$ cat src/rtl/instr_stream_encoder_pkg.sv
// Shared types for the instruction stream encoder: RV32I opcodes, immediate
// format selector, session FSM states and error codes.
package instr_stream_encoder_pkg;

    localparam logic [6:0] OPCODE_LUI    = 7'b0110111;
    localparam logic [6:0] OPCODE_AUIPC  = 7'b0010111;
    localparam logic [6:0] OPCODE_JAL    = 7'b1101111;
    localparam logic [6:0] OPCODE_JALR   = 7'b1100111;
    localparam logic [6:0] OPCODE_BRANCH = 7'b1100011;
    localparam logic [6:0] OPCODE_LOAD   = 7'b0000011;
    localparam logic [6:0] OPCODE_STORE  = 7'b0100011;
    localparam logic [6:0] OPCODE_ITYPE  = 7'b0010011;
    localparam logic [6:0] OPCODE_RTYPE  = 7'b0110011;

    typedef enum logic [2:0] {IMM_R, IMM_I, IMM_S, IMM_B, IMM_U, IMM_J} imm_sel_e;

    typedef enum logic [1:0] {ENC_IDLE, ENC_RUN, ENC_DONE} enc_state_e;

    typedef enum logic [1:0] {ERR_NONE, ERR_OPCODE, ERR_ALIGN, ERR_FULL} enc_err_e;

endpackage

$ cat src/rtl/instr_pack.sv
// Combinational RV32I packer: selects the format from the opcode and assembles
// the instruction word; flags unknown opcodes and odd branch/jump offsets.
module instr_pack
    import instr_stream_encoder_pkg::*;
(
    input  logic [6:0]  opcode,
    input  logic [2:0]  funct3,
    input  logic [6:0]  funct7,
    input  logic [4:0]  rd,
    input  logic [4:0]  rs1,
    input  logic [4:0]  rs2,
    input  logic [31:0] imm,
    output logic [31:0] word,
    output imm_sel_e    fmt,
    output logic        illegal,
    output logic        misalign
);

    logic [11:0] imm_i;

    // Shift-immediate forms carry funct7 in the upper immediate bits.
    always_comb begin
        imm_i = imm[11:0];
        if (opcode == OPCODE_ITYPE && (funct3 == 3'b001 || funct3 == 3'b101))
            imm_i = {funct7, imm[4:0]};
    end

    always_comb begin
        word     = '0;
        fmt      = IMM_R;
        illegal  = 1'b0;
        misalign = 1'b0;
        unique case (opcode)
            OPCODE_RTYPE: begin
                fmt  = IMM_R;
                word = {funct7, rs2, rs1, funct3, rd, opcode};
            end
            OPCODE_ITYPE, OPCODE_LOAD, OPCODE_JALR: begin
                fmt  = IMM_I;
                word = {imm_i, rs1, funct3, rd, opcode};
            end
            OPCODE_STORE: begin
                fmt  = IMM_S;
                word = {imm[11:5], rs2, rs1, funct3, imm[4:0], opcode};
            end
            OPCODE_BRANCH: begin
                fmt      = IMM_B;
                misalign = imm[0];
                word     = {imm[12], imm[10:5], rs2, rs1, funct3, imm[4:1], imm[11], opcode};
            end
            OPCODE_LUI, OPCODE_AUIPC: begin
                fmt  = IMM_U;
                word = {imm[31:12], rd, opcode};
            end
            OPCODE_JAL: begin
                fmt      = IMM_J;
                misalign = imm[0];
                word     = {imm[20], imm[10:1], imm[11], imm[19:12], rd, opcode};
            end
            default: illegal = 1'b1;
        endcase
    end

endmodule

$ cat src/rtl/instr_stream_encoder.sv
// Session controller: accepts field-level requests, packs them and writes the
// words to consecutive imem slots from a programmed base address.
module instr_stream_encoder
    import instr_stream_encoder_pkg::*;
#(
    parameter int ADDR_W      = 32,
    parameter int DEPTH_WORDS = 1024
) (
    input  logic                           clk,
    input  logic                           rst_n,
    input  logic                           start_i,
    input  logic [ADDR_W-1:0]              base_addr_i,
    input  logic                           req_valid_i,
    output logic                           req_ready_o,
    input  logic                           req_last_i,
    input  logic [6:0]                     opcode_i,
    input  logic [2:0]                     funct3_i,
    input  logic [6:0]                     funct7_i,
    input  logic [4:0]                     rd_i,
    input  logic [4:0]                     rs1_i,
    input  logic [4:0]                     rs2_i,
    input  logic [31:0]                    imm_i,
    output logic                           imem_we_o,
    output logic [ADDR_W-1:0]              imem_addr_o,
    output logic [31:0]                    imem_wdata_o,
    output logic                           busy_o,
    output logic                           done_o,
    output logic [$clog2(DEPTH_WORDS):0]   count_o,
    output logic                           err_o,
    output logic [1:0]                     err_code_o
);

    localparam int CNT_W = $clog2(DEPTH_WORDS) + 1;

    enc_state_e          state_reg, state_next;
    logic [ADDR_W-1:0]   addr_reg;
    logic [ADDR_W-1:0]   waddr_reg;
    logic [31:0]         wdata_reg;
    logic                we_reg;
    logic [CNT_W-1:0]    count_reg;
    logic                err_reg;
    enc_err_e            err_code_reg;

    logic [31:0] pack_word;
    imm_sel_e    pack_fmt;
    logic        pack_illegal, pack_misalign;

    logic     req_ready, accept, align_bad, reject, do_write, hit_full;
    enc_err_e err_hit;

    instr_pack u_pack (
        .opcode   (opcode_i),
        .funct3   (funct3_i),
        .funct7   (funct7_i),
        .rd       (rd_i),
        .rs1      (rs1_i),
        .rs2      (rs2_i),
        .imm      (imm_i),
        .word     (pack_word),
        .fmt      (pack_fmt),
        .illegal  (pack_illegal),
        .misalign (pack_misalign)
    );

    always_comb begin
        req_ready = (state_reg == ENC_RUN) && (count_reg < CNT_W'(DEPTH_WORDS));
        accept    = req_valid_i && req_ready;
        align_bad = pack_misalign && (pack_fmt == IMM_B || pack_fmt == IMM_J);
        reject    = pack_illegal || align_bad;
        do_write  = accept && !reject;
        hit_full  = do_write && (count_reg == CNT_W'(DEPTH_WORDS - 1));
        err_hit   = ERR_NONE;
        if (accept && reject)
            err_hit = pack_illegal ? ERR_OPCODE : ERR_ALIGN;
        else if (hit_full && !req_last_i)
            err_hit = ERR_FULL;
    end

    always_comb begin
        state_next = state_reg;
        unique case (state_reg)
            ENC_IDLE: if (start_i) state_next = ENC_RUN;
            ENC_RUN:  if ((accept && req_last_i) || hit_full) state_next = ENC_DONE;
            ENC_DONE: state_next = ENC_IDLE;
            default:  state_next = ENC_IDLE;
        endcase
    end

    always_ff @(posedge clk) begin
        if (!rst_n) begin
            state_reg    <= ENC_IDLE;
            addr_reg     <= '0;
            waddr_reg    <= '0;
            wdata_reg    <= '0;
            we_reg       <= 1'b0;
            count_reg    <= '0;
            err_reg      <= 1'b0;
            err_code_reg <= ERR_NONE;
        end else begin
            state_reg <= state_next;
            we_reg    <= do_write;
            if (state_reg == ENC_IDLE && start_i) begin
                addr_reg     <= {base_addr_i[ADDR_W-1:2], 2'b00};
                count_reg    <= '0;
                err_reg      <= 1'b0;
                err_code_reg <= ERR_NONE;
            end
            if (do_write) begin
                waddr_reg <= addr_reg;
                wdata_reg <= pack_word;
                addr_reg  <= addr_reg + ADDR_W'(4);
                count_reg <= count_reg + CNT_W'(1);
            end
            // Only the first error of a session is reported in the code.
            if (err_hit != ERR_NONE) begin
                err_reg <= 1'b1;
                if (!err_reg) err_code_reg <= err_hit;
            end
        end
    end

    assign req_ready_o  = req_ready;
    assign imem_we_o    = we_reg;
    assign imem_addr_o  = waddr_reg;
    assign imem_wdata_o = wdata_reg;
    assign busy_o       = (state_reg != ENC_IDLE);
    assign done_o       = (state_reg == ENC_DONE);
    assign count_o      = count_reg;
    assign err_o        = err_reg;
    assign err_code_o   = err_code_reg;

endmodule

$ cat config.mk
export PLATFORM = sky130hd
export DESIGN_NAME = instr_stream_encoder
export DESIGN_NICKNAME = d
export VERILOG_FILES = /design/src/rtl/instr_stream_encoder_pkg.sv /design/src/rtl/instr_pack.sv /design/src/rtl/instr_stream_encoder.sv
export SDC_FILE = /design/constraint.sdc
export NUM_CORES = 1
export LEC_CHECK = 0
export ABC_AREA = 1
export CAP_MARGIN = 30
export CORE_UTILIZATION = 42
export DETAILED_ROUTE_END_ITERATION = 10
export PLACE_DENSITY = 0.77
export REMOVE_ABC_BUFFERS = 1
export SLEW_MARGIN = 40
export SYNTH_ARGS = -nofsm -noshare
export SYNTH_HDL_FRONTEND = slang
export SYNTH_SLANG_ARGS = --single-unit
$ cat constraint.sdc
create_clock -name clk -period 1.53 [get_ports clk]
set_input_delay 0.2295 -clock clk [delete_from_list [all_inputs] [get_ports clk]]
set_output_delay 0.2295 -clock clk [all_outputs]
set_load 0.005 [all_outputs]
**After elaboration in Yosys (flattened, before gate mapping)**

Index checks and enable logic that the tools add are counted.

- Flip-flop bits (word level): 113
- Logic and storage cells: 75
- Input port bits: 101

- Magnitude comparators: 1
- Equal/unequal tests: 18
- Add/sub/neg operators: 2
- Reduce and logical (&&, ||, !) cells: 26
- Multiplexer cells: 20

Operators with widths:

| kind | count |
|---|---|
| $pmux W32 S6 | 1 |
| $mux W32 | 2 |
| $add A32 B3 Y32 const B | 1 |
| $mux W11 | 2 |
| $eq A7 B6 Y1 const B | 3 |
| $eq A7 B7 Y1 const B | 3 |
| $mux W2 | 8 |
| $pmux W3 S5 | 1 |
| $eq A7 B5 Y1 const B | 2 |
| $mux W12 | 1 |
| $add A11 B1 Y11 const B | 1 |
| $eq A11 B10 Y1 const B | 1 |
| $lt A11 B11 Y1 const B | 1 |
| $logic_and A1 B1 Y1 | 10 |
| $reduce_or A9 Y1 | 1 |
| $reduce_bool A2 Y1 | 4 |
| $eq A7 B2 Y1 const B | 1 |
| $eq A3 B3 Y1 const B | 2 |
| $logic_or A1 B1 Y1 | 4 |
| $mux W1 | 4 |
| $pmux W2 S2 | 1 |
| $reduce_or A2 Y1 | 2 |
| $eq A3 B1 Y1 const B | 1 |
| $eq A3 B2 Y1 const B | 1 |
| other kinds (8) | 9 |

**Depth between registers and ports, before layout**

- Word-level depth: 15
- Mapped depth: 15
- Gate-level depth less buffers: 15

**Modules after synthesis**

A second synthesis with hierarchy kept.

- Cell total of the unflattened synthesis: 1073
- Area total of the unflattened synthesis: 6650.1 um2

Modules (own cells, without submodules):

| module | times used | area each (um2) | cells an instance |
|---|---|---|---|
| instr_stream_encoder | 1 | 5186.2 | 752 |
| instr_pack | 1 | 1463.9 | 321 |

**Least setup slack after synthesis**

OpenSTA, ideal clock, no wires.

- Path kind: reg2reg
- Start point: register addr_reg[3]
- End point: register addr_reg[22]
- Period minus slack after synthesis: 1596 ps
- Cell stages (with the launch flop): 9
- Arrival: 1526 ps
- Setup time: 70 ps
- Slack: -66 ps
- Path through: dfxtp_1 ha_1 nand4_1 nor2_1 nand3_1 nor2_1 xor2_1 o21ai_1 a21oi_1

- Longest elaborated chain between the ends: 2

Ends and longest elaborated chain:

| element | RTL line | source |
|---|---|---|
| start, declared | instr_stream_encoder.sv:36 | `logic [ADDR_W-1:0] addr_reg;` |
| start signal, assigned | instr_stream_encoder.sv:103 | `addr_reg <= {base_addr_i[ADDR_W-1:2], 2'b00};` |
| start signal, assigned | instr_stream_encoder.sv:111 | `addr_reg <= addr_reg + ADDR_W'(4);` |
| $add A32 B3 Y32 | instr_stream_encoder.sv:111 |  |
| $mux W32 | instr_stream_encoder.sv:108 | `if (do_write) begin` |

Every way passes these cells.
A chain may end at the register's enable or synchronous reset.

**Worst setup path after layout**

- Start point: register addr_reg[19]
- End point: register addr_reg[24]

The elaborated chain is that of the path after synthesis.

==> impl_metrics.tcl <==
set metrics [dict create \
    largest_reg_flops 32 \
    critPathKind "reg -> reg" \
    cp-end-kind "flip-flop" \
    ys_ff_latch 109 \
    use_met1 0.3681 \
    layout-drive-gt1-share 0.2731 \
    synth_cell_type_count 38 \
    grt_max_degree 39 \
    ant_nets 0 \
    rsz0062_at_grt "true" \
    place_inst 1283 \
    finalSetupViolations 109 \
    initial_core_util 0.4303 \
    track_usage 0.3029 \
    grt_pass1_vias 6752 \
    violations "negative setup slack" \
    busiest_layer "met2" \
    clk_latency_ps 350 \
    dieArea_sq_mm 0.01398 \
    maxCapViolations 0 \
    min_period_over_period 1.177 \
    yosysWarnings 0 \
    io_pins 183 \
    ys.flop_type "dfxtp_1" \
    final_nets 1266 \
    clk_pin_slew_ps 70 \
    overflow 0 \
    syn_avg_cell_area_sq_um 6.622 \
    grt_pass1_wl_um 33580 \
    post_dp_cell_area_sq_mm 0.008476 \
    yosysSeqAreaShare 0.3845 \
    post-place-ws_ps -724.9 \
    finClkSkew_ps 6.615 \
    layout_setup_ws_ps -270.8 \
    cts_sinks 109 \
    num_rows 42 \
    totalWireLength_um 22840 \
    final_area_sq_mm 0.009931 \
    cts_buffer_depth 2 \
    antenna_found_initial 1 \
    yosys.area.top_type_share 0.3845 \
    final_util 0.7529 \
    max_clock_freq_mhz 555.3 \
    postCtsHoldBufs 0 \
    min_period_ps 1801 \
    use_met2 0.5099 \
    status "finished with violations" \
    worstSetupStartpointType "flip-flop" \
    synth_area_sq_mm 0.005675 \
    dr.pass1.iters 6 \
    final_cells 1345 \
    ys_top_cells_by_area "dfxtp_1 38%, nand2_1 20%, a21oi_1 8.5%, inv_1 4.4%, nor2_1 3.6%" \
    ctsRootBufferMaster "clkbuf_16" \
    peakVddDrop_mv 0.8944 \
    vias_per_cell 5.390 \
    htreeDepth 3 \
    power_mw 6.602 \
    drtIter0Drc 684 \
    report.final.slew_viol_count 0 \
    dp_hpwl_um 13790 \
    hp-class "in -> reg" \
    synth_enable_flop_cells 0 \
    die_w_um 118.2 \
    wl_per_cell_um 16.98 \
    powerDensity_mw_per_mm2 664.8 \
    cp.required_ps 1810 \
    cts_buffers 9 \
    hold_viol_final 0 \
    gp_congestion 0.9445 \
    grtUsageMet3 0.06371 \
    critical_path_arrival_ps 2080 \
    syn_inst 857 \
    yosysTopAreaCell "dfxtp_1" \
    async_reset_ff_frac 0 \
    via_count 7249 \
    drc_errors 0 \
    power_leakage_nw 4.081 \
    die_y_um 118.2 \
    cp_max_fo 3 \
    area_growth_pct 74.98 \
    io_buffers 178 \
    cts_tree "yes" \
    coreArea_sq_mm 0.01319 \
]
cell usage after synthesis (3+ instances only):
cell type,number
nand2_1,299
dfxtp_1,109
a21oi_1,96
inv_1,66
nor2_1,55
o21ai_0,35
nand3_1,23
o21ai_1,20
xor2_1,19
clkbuf_1,18
buf_2,17
nor3_1,14
nand4_1,12
a22oi_1,10
a31oi_1,6
buf_4,6
o22ai_1,6
xnor2_1,6
nand2_2,5
inv_2,4
a21oi_2,3
buf_6,3
nand2_4,3
nor2_4,3
path summary, 6_finish.rpt:
path / cells after the start / slack [ps] / startpoint / endpoint
setup / recovery: 7 / -270 / addr_reg[19]$_SDFFE_PN0P_ / addr_reg[24]$_SDFFE_PN0P_
setup reg to reg: 7 / -270 / addr_reg[19]$_SDFFE_PN0P_ / addr_reg[24]$_SDFFE_PN0P_
hold / removal: 3 / 200 / opcode_i[5] / imem_wdata_o[5]$_SDFFE_PN0N_
hold reg to reg: 2 / 460 / imem_wdata_o[22]$_SDFFE_PN0N_ / imem_wdata_o[22]$_SDFFE_PN0N_
power by group:
group	total, mW	leakage (nW)	switching, mW	internal [mW]
clock	2.36	0.138	1.09	1.27
combinational	1.25	3.05	0.594	0.654
sequential	2.99	0.891	0.0760	2.91
metal layers:
metal	up-vias	wire [um]
li1	3383	-
met1	3411	9142
met2	359	10790
met3	96	1742
met4	0	1160
met5	-	0
cell families (layout without fill, tap and decap cells):
group,count (synthesis),in the layout,share of synthesized area
xor+xnor,25,25,0.03858
flops,109,109,0.3845
buf+inv,115,424,0.08818
simple gates,423,424,0.3111
compound gates,182,182,0.1726
other cells,1,3,0.0006607
fa+ha+maj,2,2,0.004408
cells in the final DEF, fill, tap and decap left out, drive strengths merged, types with 2 or more instances in the layout:
| cell type | instances |
|---|---|
| o21ai | 55 |
| clkinvlp | 2 |
| nand2 | 308 |
| clkdlybuf4s50 | 161 |
| a21oi | 99 |
| a22oi | 10 |
| clkbuf | 11 |
| xor2 | 19 |
| dlymetal6s2s | 3 |
| o22ai | 6 |
| conb | 2 |
| buf | 162 |
| dlygate4sd2 | 5 |
| inv | 71 |
| ha | 2 |
| xnor2 | 6 |
| nor3 | 14 |
| a31oi | 6 |
| dfxtp | 109 |
| o21a | 2 |
| clkdlybuf4s15 | 4 |
| nand3 | 24 |
| clkinv | 3 |
| nor2 | 60 |
| o211ai | 2 |
| nand4 | 12 |
| nor3b | 2 |
cell type report:
cell class                      count  area, sq um
Sequential cell                   109         2205
Inverter                           71        276.5
Timing Repair Buffer              337         3475
Clock buffer                       10        229.0
Fill cell                         907         3259
Multi-Input combinational cell    635         3460
Antenna cell                        1        2.502
Clock inverter                      6        63.81
Tap cell                          176        220.2
stage by stage:
stage | TNS, ps | hold WS (ps)
5_1_grt | -21040 | 212.2
3_3_place_gp | -72470 | 451.2
4_1_cts | -3142 | 185.5
2_1_floorplan | -76450 | 347.3
3_5_place_dp | -69570 | 455.3
6_report | -13640 | 202.5
repair_timing:
item                       4_1_cts  5_1_grt
gates cloned                    13        1
pin swaps                       26       25
resized for setup              137       83
setup buffers                   26        6
setup endpoints to repair      117      118
worst max-delay path, cell delays in order, from the launching register on:
cell	delay (ps)
dfxtp_1	370
inv_1	140
nor3_2	380
nand2_1	160
nor3_2	200
xor2_1	240
o21ai_1	100
a21oi_1	140
Power figures use the tool's default switching activity.
